File: config.mk
export PLATFORM = sky130hd
export DESIGN_NAME = config_register_file
export DESIGN_NICKNAME = d
export VERILOG_FILES = /design/src/rtl/config_register_file.sv
export SDC_FILE = /design/constraint.sdc
export NUM_CORES = 1
export LEC_CHECK = 0
export CAP_MARGIN = 20
export CORE_AREA = 4 4 255 257
export DETAILED_ROUTE_END_ITERATION = 12
export DIE_AREA = 0 0 259 261
export GPL_ROUTABILITY_DRIVEN = 0
export PLACE_DENSITY_LB_ADDON = 0.1
export REMOVE_ABC_BUFFERS = 1
export SLEW_MARGIN = 30
export SYNTH_ARGS = -nofsm -noshare
export SYNTH_HDL_FRONTEND = slang
export SYNTH_SLANG_ARGS = --single-unit
File: constraint.sdc
create_clock -name clk -period 37.1 [get_ports clk]
set_input_delay 3.71 -clock clk [delete_from_list [all_inputs] [get_ports clk]]
set_output_delay 3.71 -clock clk [all_outputs]
set_load 0.005 [all_outputs]
File: src/rtl/config_register_file.sv
// Config register file: a bank of NUM_REGS word-wide registers written through a
// strobe-only write channel and read through a one-entry, backpressurable response
// register. Register contents and per-register update pulses are exported directly.
module config_register_file #(
  parameter int                          AXI_ADDR_BITS   = 32,
  parameter int                          AXIL_DATA_BITS  = 32,
  parameter int                          NUM_REGS        = 16,
  parameter logic [AXI_ADDR_BITS-1:0]    BASE_ADDR       = '0,
  parameter logic [AXIL_DATA_BITS-1:0]   REG_RESET_VALUE = '0
) (
  input  logic                               clk,
  input  logic                               rst,
  input  logic [AXI_ADDR_BITS-1:0]           wr_addr,
  input  logic [AXIL_DATA_BITS-1:0]          wr_data,
  input  logic                               wr_valid,
  input  logic [AXI_ADDR_BITS-1:0]           rd_addr,
  input  logic                               rd_valid,
  output logic                               rd_ready,
  output logic [AXIL_DATA_BITS-1:0]          resp_data,
  output logic                               resp_error,
  output logic                               resp_valid,
  input  logic                               resp_ready,
  output logic [NUM_REGS*AXIL_DATA_BITS-1:0] reg_q,
  output logic [NUM_REGS-1:0]                reg_update,
  output logic                               wr_drop
);

  localparam int W         = AXIL_DATA_BITS;
  localparam int BPW       = W / 8;
  localparam int OFFS_BITS = $clog2(BPW);
  localparam int IDX_BITS  = (NUM_REGS > 1) ? $clog2(NUM_REGS) : 1;
  // One extra bit so that an address below BASE_ADDR shows up as negative
  // instead of wrapping into the register window.
  localparam int DW        = AXI_ADDR_BITS + 1;

  // Address is a hit when it lies at or above the base, is word aligned and
  // falls inside the register window.
  function automatic logic addr_hit(input logic [AXI_ADDR_BITS-1:0] a);
    logic [DW-1:0] diff;
    logic [DW-1:0] word;
    diff = {1'b0, a} - {1'b0, BASE_ADDR};
    word = diff >> OFFS_BITS;
    return !diff[DW-1] && ((word << OFFS_BITS) == diff) && (word < DW'(NUM_REGS));
  endfunction

  // Register index of an address; only meaningful when addr_hit() is true.
  function automatic logic [IDX_BITS-1:0] addr_idx(input logic [AXI_ADDR_BITS-1:0] a);
    logic [DW-1:0] diff;
    logic [DW-1:0] word;
    diff = {1'b0, a} - {1'b0, BASE_ADDR};
    word = diff >> OFFS_BITS;
    return IDX_BITS'(word);
  endfunction

  logic                wr_hit;
  logic [IDX_BITS-1:0] wr_idx;
  logic                rd_hit;
  logic [IDX_BITS-1:0] rd_idx;
  logic                rd_accept;
  logic [W-1:0]        regs_view [NUM_REGS];
  logic [W-1:0]        rd_word;

  logic                resp_valid_reg;
  logic                resp_error_reg;
  logic [W-1:0]        resp_data_reg;
  logic                wr_drop_reg;

  // Address decode for both channels.
  always_comb begin
    wr_hit = addr_hit(wr_addr);
    wr_idx = addr_idx(wr_addr);
    rd_hit = addr_hit(rd_addr);
    rd_idx = addr_idx(rd_addr);
  end

  // A new read may enter whenever the response slot is empty or being drained.
  assign rd_ready  = !resp_valid_reg || resp_ready;
  assign rd_accept = rd_valid && rd_ready;

  genvar gi;
  generate
    for (gi = 0; gi < NUM_REGS; gi++) begin : g_reg
      logic         wr_sel;
      logic [W-1:0] value_reg;
      logic         update_reg;

      assign wr_sel = wr_valid && wr_hit && (wr_idx == IDX_BITS'(gi));

      // Register storage and its one-cycle update pulse.
      always_ff @(posedge clk or posedge rst) begin
        if (rst) begin
          value_reg  <= REG_RESET_VALUE;
          update_reg <= 1'b0;
        end else begin
          if (wr_sel) begin
            value_reg <= wr_data;
          end
          update_reg <= wr_sel;
        end
      end

      assign regs_view[gi]        = value_reg;
      assign reg_q[gi*W +: W]     = value_reg;
      assign reg_update[gi]       = update_reg;
    end
  endgenerate

  // Read source uses the pre-edge register value, so a same-cycle write is not seen.
  always_comb begin
    rd_word = '0;
    if (rd_hit) begin
      rd_word = regs_view[rd_idx];
    end
  end

  // Flag writes that decoded to no register.
  always_ff @(posedge clk or posedge rst) begin
    if (rst) begin
      wr_drop_reg <= 1'b0;
    end else begin
      wr_drop_reg <= wr_valid && !wr_hit;
    end
  end

  // One-entry response slot: load on accept, hold while stalled, empty when drained.
  always_ff @(posedge clk or posedge rst) begin
    if (rst) begin
      resp_valid_reg <= 1'b0;
      resp_error_reg <= 1'b0;
      resp_data_reg  <= '0;
    end else if (rd_accept) begin
      resp_valid_reg <= 1'b1;
      resp_error_reg <= !rd_hit;
      resp_data_reg  <= rd_word;
    end else if (resp_ready) begin
      resp_valid_reg <= 1'b0;
    end
  end

  assign resp_valid = resp_valid_reg;
  assign resp_error = resp_error_reg;
  assign resp_data  = resp_data_reg;
  assign wr_drop    = wr_drop_reg;

endmodule

==> results of run 1 <==
-- worst min path at each step --
stage | startpoint | to | slack [ns]
after CTS | resp_data[18]$_DFFE_PP0P_ | resp_data[18]$_DFFE_PP0P_ | 0.51
after global placement | resp_data[8]$_DFFE_PP0P_ | resp_data[8]$_DFFE_PP0P_ | 0.49
after floorplan | resp_error$_DFFE_PP0P_ | resp_error$_DFFE_PP0P_ | 0.49
after detailed placement | resp_data[5]$_DFFE_PP0P_ | resp_data[5]$_DFFE_PP0P_ | 0.49
after global routing | resp_data[18]$_DFFE_PP0P_ | resp_data[18]$_DFFE_PP0P_ | 0.52
final | resp_data[5]$_DFFE_PP0P_ | resp_data[5]$_DFFE_PP0P_ | 0.50
-- placed cells by master, fill, tap and decap left out, types with 2 or more instances in the layout --
cell type	n
mux2_2	500
clkbuf_16	71
nor2_1	2
dfrtp_1	563
nor2b_4	2
a22oi_1	64
mux2_1	12
nand2b_1	5
clkbuf_1	16
bufinv_16	3
buf_4	43
buf_6	6
clkinv_2	12
a22o_1	32
diode_2	5
nor4_4	15
mux4_2	128
clkdlybuf4s50_1	662
nand3b_1	3
nor4_1	13
clkbuf_8	14
nand2_1	35
-- metal layers --
| layer | vias up | global-route usage | routed length [µm] |
|---|---|---|---|
| met5 | - | 0 | 8 |
| met4 | 2 | 0.1042 | 3499 |
| met1 | 9175 | 0.3403 | 37190 |
| li1 | 7073 | - | - |
| met3 | 158 | 0.09767 | 8706 |
| met2 | 672 | 0.4598 | 46740 |
-- synth_stat cells --
library cell,number,area share
nor4_1,14,0.0035
or3b_1,1,0.00035
nand4_2,1,0.00050
or4_1,1,0.00030
nand2b_1,5,0.0013
a21oi_1,1,0.00020
mux4_2,128,0.12
buf_6,20,0.0090
nor4b_2,1,0.00060
buf_1,12,0.0018
or2_2,1,0.00025
buf_4,25,0.0075
o21a_1,1,0.00030
inv_1,1,0.00015
dfrtp_1,563,0.56
mux2_1,12,0.0054
nor2b_1,2,0.00050
nand3b_1,3,0.00090
mux2_2,500,0.23
nand2_1,36,0.0054
and2_1,1,0.00025
clkbuf_1,67,0.010
nor4_2,6,0.0030
nand3_1,2,0.00040
nor4_4,9,0.0077
a22o_1,32,0.011
nand4_1,1,0.00025
buf_2,24,0.0048
a22oi_1,64,0.019
nor2_1,3,0.00045
-- critical path: stages --
cell and delay, ns:
clkdlybuf4s50_1 0.45, nand2b_1 0.18, clkdlybuf4s50_1 0.53
-- metrics by stage --
step	hold slack (ns)	util	worst slack, ns
final	0.5034	0.5514	28.52
after detailed placement	0.4917	0.5159	28.51
after global routing	0.5159	0.5514	28.47
after CTS	0.5076	0.5509	28.51
after global placement	0.4879	0.5151	28.53
after floorplan	0.4859	-	17.64
-- layout make-up --
type	count	area, µm²	share of cell area
multi-input combinational	825	10160	0.2937
sequential	563	14090	0.4073
clock buffer	101	2029	0.05867
timing repair buffer	713	7059	0.2041
inverter	1	16.27	0.0004702
tap	846	1059	0.03060
clock inverter	17	166.4	0.004811
antenna	5	12.51	0.0003617
-- cell families (layout without fill, tap and decap cells) --
| group | count (synthesis) | in the layout | share of synthesized area |
|---|---|---|---|
| and+or+nand+nor | 87 | 87 | 0.02559 |
| buffers and inverters | 149 | 832 | 0.03336 |
| DFF | 563 | 563 | 0.5639 |
| AOI/OAI and AO/OA | 98 | 98 | 0.03095 |
| muxes | 640 | 640 | 0.3462 |
| other | 0 | 5 | 0 |
-- where the power goes --
part	switching, mW	total, mW	internal, mW
sequential	0.0000667	0.614	0.614
combinational	0.0391	0.0568	0.0177
clock	0.258	0.656	0.398
==> impl_metrics.ini, run 1 <==
[timing]
setup_violations = 0
final-hold-violation-count = 0
final.min_clock_period_ns = 8.584
finClkSkew_ns = 0.01714
maxClockFrequency_ghz = 0.1165
slew_headroom = 0.3321
totalNegativeSetupSlack_ns = 0
min_period_over_period = 0.2314
slew_viol_final = 0
worst_slew_pin_slew_ns = 1.002
unrepaired_setup_endpoints_after_global_routing = false

[power]
max-vdd-ir-drop_v = 0.00003221
power-per-cell-area_nw_per_um2 = 38.37
power_mw = 1.327
p_leak_nw = 15.76

[worst_setup_path]
startpoint_type = input pin
r2r_cells = 6
rrSetupSlack_ns = 34.71
timing.critical_path.fanout_max = 4
end_kind = primary output
critical_path_class = in -> out
reg2reg_from = resp_valid$_DFFE_PP0P_
worst_r2r_endpoint = resp_data[31]$_DFFE_PP0P_
cp-startpoint = resp_ready
critical_path_required_ns = 33.39
critPathArrivalTime_ns = 4.87
endpoint = rd_ready

[floorplanning]
initial_utilization = 0.3982
design.portCount = 665
core-area_um2 = 62740
die_width_um = 259
die_outline_height_um = 261
fp-row-count = 92
die-area_um2 = 67600

[routing]
postRouteAntennaNets = 0
drc = 0
routed_wl_um = 96150
vias = 17080
first_pass_iters = 5
drt_iter0_markers = 976
vias_per_cell = 5.562
wl_per_cell_um = 31.31

[clock_network]
cts_inserted_buffers = 67
cts_resized = 0
cts_root_buffer = clkbuf_16
ctsLongestPathBuffers = 3
htree_levels = 3
clock_slew_at_the_register_clock_pins_of_the_worst_setup_and_hold_paths_ns = 0.06
cts.sinks = 563
clk_lat_worst_skew_ns = 0.59
cts_tree = yes
cts-hold-fix-buffers = 0
cts_setup_buffers = 0

[logic_synthesis]
postSynthCellCount = 1537
synth.avg_cell_area_um2 = 16.25
syn_area_um2 = 24980
synth.ff_latch_count = 563
seq_area_frac_synth = 0.5639
synth-warning-count = 0
netlist-cell-type-count = 30

[finish]
finish.cell_count_without_fillers = 3071
final.fill_count = 5169
drive_above_1_share = 0.3635
post-route-cell-area_um2 = 34590
max_ffs_per_register = 512
layout-area-overhead-vs-synth_pct = 38.46
nets = 2272

[placement]
detailed_place_hpwl_um = 62900
placedCellCount = 2948
post_dp_cell_area_um2 = 32360
portBuffers = 664

[worst_hold_path]
timing.hold.worst_path_depth = 1
hold_removal_path_class = reg -> reg

[global_route]
grt_first_pass_wirelength_um = 135400
antenna_violations_before_repair = 6
grt.total_usage = 0.2785
grt_pass1_vias = 18200
grt_start_max_net_pins = 134
grt_remaining_overflow = 0

[outcome]
status = finished clean

[flow_run]
max-cap-violations = 0
Note: power is estimated with default switching activity, not from simulation.
==> run 2: changes to the inputs <==
--- a/config.mk
+++ b/config.mk
@@ -6,9 +6,9 @@
 export NUM_CORES = 1
 export LEC_CHECK = 0
 export CAP_MARGIN = 20
-export CORE_AREA = 4 4 255 257
+export CORE_AREA = 4 4 258 260
 export DETAILED_ROUTE_END_ITERATION = 12
-export DIE_AREA = 0 0 259 261
+export DIE_AREA = 0 0 262 264
 export GPL_ROUTABILITY_DRIVEN = 0
 export PLACE_DENSITY_LB_ADDON = 0.1
 export REMOVE_ABC_BUFFERS = 1
==> constraint.sdc (replaced) <==
create_clock -name clk -period 7.4 [get_ports clk]
set_input_delay 0.74 -clock clk [delete_from_list [all_inputs] [get_ports clk]]
set_output_delay 0.74 -clock clk [all_outputs]
set_load 0.005 [all_outputs]
==> run 2 against run 1 <==
Effect of this change:
- critical path depth increased by 4
- cell count is essentially flat
- largest cell class unchanged
- clock power grew to 5.1 times the previous value
- sequential share of layout area decreased by 0.063 points
- first-iteration DRC count increased by 3.8%
- global-route usage fell by 0.13 points
- die area is 2.3% higher
- critical endpoint is now g_reg[15].value_reg[27]$_DFFE_PP0P_
- design area is 0.16% higher
- non-clock buffer count fell by 2
- sequential power rose to 5.0 times the previous value
- highest routed layer unchanged
==> impl_metrics.ini, run 2 (synthesis results as in run 1) <==
[worst_setup_path]
worst_r2r_endpoint = resp_data[27]$_DFFE_PP0P_
timing.critical_path.fanout_max = 18
reg2reg_from = resp_valid$_DFFE_PP0P_
critical_path.slowest_cell = nor4_4
cp-startpoint = wr_addr[31]
rrSetupSlack_ns = 5.03
critPathArrivalTime_ns = 3.94
cell_seen_most_often_among_critical_path_stages = buf_4
r2r_cells = 6
cp_slowest_stage_delay_ns = 0.86
critical_path_class = in -> reg
startpoint_type = input pin
end_kind = flip-flop
cp_cell_sequence = clkdlybuf4s50_1 > nor4_1 > nand4_2 > buf_4 > nor4_4 > buf_4 > mux2_2
critical_path_required_ns = 7.86

[worst_hold_path]
hold_removal_path_class = reg -> reg
min_delay_worst_endpoint = resp_data[30]$_DFFE_PP0P_
timing.hold.worst_path_depth = 1
hp-start = resp_data[30]$_DFFE_PP0P_

[power]
power-per-cell-area_nw_per_um2 = 194.6
power_mw = 6.742
intPower_mw = 5.227
max-vdd-ir-drop_v = 0.0001552
p_switching_mw = 1.514
clock_power_share = 0.500
netSwitchingFraction = 0.2246
pwr-share-seq = 0.457
share_comb_of_total_power = 0.043
p_leak_nw = 15.77

[finish]
nets = 2269
max_ffs_per_register = 512
layout-area-overhead-vs-synth_pct = 38.67
mostFrequentLayoutCell = clkdlybuf4s50_1
final.fill_count = 5283
drive_above_1_share = 0.3627
finish.cell_count_without_fillers = 3074
commonest_cells_after_routing_fill_and_taps_aside = clkdlybuf4s50_1 (662), dfrtp_1 (563), mux2_2 (500)
post-route-cell-area_um2 = 34640

[flow_run]
max-cap-violations = 0

[floorplanning]
fp-row-count = 93
initial_utilization = 0.3897
core-area_um2 = 64120
die-area_um2 = 69170
die_outline_height_um = 264
design.portCount = 665
die_width_um = 262

[clock_network]
clk_lat_worst_skew_ns = 0.60
cts.sinks = 563
cts_tree = yes
clock_slew_at_the_register_clock_pins_of_the_worst_setup_and_hold_paths_ns = 0.06
htree_levels = 3
cts_setup_buffers = 0
ctsLongestPathBuffers = 3
cts_inserted_buffers = 66
cts_root_buffer = clkbuf_16
cts-hold-fix-buffers = 0
cts_resized = 0

[placement]
placedCellCount = 2954
portBuffers = 664
pre_cts_slack_ns = 3.373
detailed_place_hpwl_um = 65360
post_dp_cell_area_um2 = 32360

[timing]
finClkSkew_ns = 0.02303
unrepaired_setup_endpoints_after_global_routing = false
min_period_over_period = 0.4701
totalNegativeSetupSlack_ns = 0
maxClockFrequency_ghz = 0.2874
setup_violations = 0
slew_viol_final = 0
slew_headroom = 0.2930
worst_slack_ns = 3.921
final.min_clock_period_ns = 3.479
final-hold-violation-count = 0
worst_slew_pin_slew_ns = 1.060

[routing]
first_pass_iters = 4
postRouteAntennaNets = 0
vias = 17100
wl_per_cell_um = 31.67
drc = 0
drt_iter0_markers = 1013
vias_per_cell = 5.562
routed_wl_um = 97340

[global_route]
grt.total_usage = 0.2772
antenna_violations_before_repair = 3
grt_first_pass_wirelength_um = 138500
grt_start_max_net_pins = 144
grt_pass1_vias = 18040
grt_remaining_overflow = 0

[outcome]
status = finished clean
==> run 2: worst max-delay path: cells and delay by family <==
kind                   cells  cell delay (ns)
AND/OR/NAND/NOR            3             1.44
buffers and inverters      3             1.33
multiplexers               1             0.38
==> run 2: layout make-up <==
| class | instances | area (µm²) | share of cell area |
|---|---|---|---|
| clock buffer | 104 | 2071 | 0.05977 |
| timing repair buffer | 711 | 7067 | 0.2040 |
| inverter | 1 | 11.26 | 0.0003250 |
| multi-input combinational | 825 | 10160 | 0.2933 |
| antenna | 2 | 5.005 | 0.0001445 |
| tap | 855 | 1070 | 0.03088 |
| sequential | 563 | 14090 | 0.4067 |
| clock inverter | 13 | 172.7 | 0.004984 |
==> run 2: power by group through the flow <==
stage / clock network [mW] / logic [mW] / registers (mW)
after floorplan: 0 / 0.0928 / 3.14
after global placement: 0 / 0.292 / 3.14
after detailed placement: 0 / 0.292 / 3.14
after CTS: 3.44 / 0.292 / 3.08
after global routing: 3.56 / 0.312 / 3.08
final: 3.37 / 0.289 / 3.08
==> run 2: how the worst max path moves through the flow <==
stage	endpoint	slack, ns	cells past startpoint
finish	g_reg[15].value_reg[27]$_DFFE_PP0P_	3.92	7
global route	g_reg[15].value_reg[22]$_DFFE_PP0P_	3.96	7
detailed placement	g_reg[15].value_reg[7]$_DFFE_PP0P_	3.37	7
global placement	g_reg[15].value_reg[14]$_DFFE_PP0P_	3.42	7
CTS	g_reg[15].value_reg[27]$_DFFE_PP0P_	4.01	7
floorplan	g_reg[0].update_reg$_DFF_PP0_	-9.09	1
==> run 2: metal layers <==
layer  part of all wire  GRT usage  up-vias
li1                   -          -     7067
met1               0.40     0.3514     9313
met2               0.50     0.4712      579
met3              0.070    0.07075      135
met4              0.029    0.08110        4
met5            0.00023          0        -
==> run 2: stage by stage <==
step | hold slack [ns] | util
floorplan | 0.4859 | -
global placement | 0.4743 | 0.5048
detailed placement | 0.4906 | 0.5048
CTS | 0.5075 | 0.5398
global route | 0.5141 | 0.5403
finish | 0.5030 | 0.5403
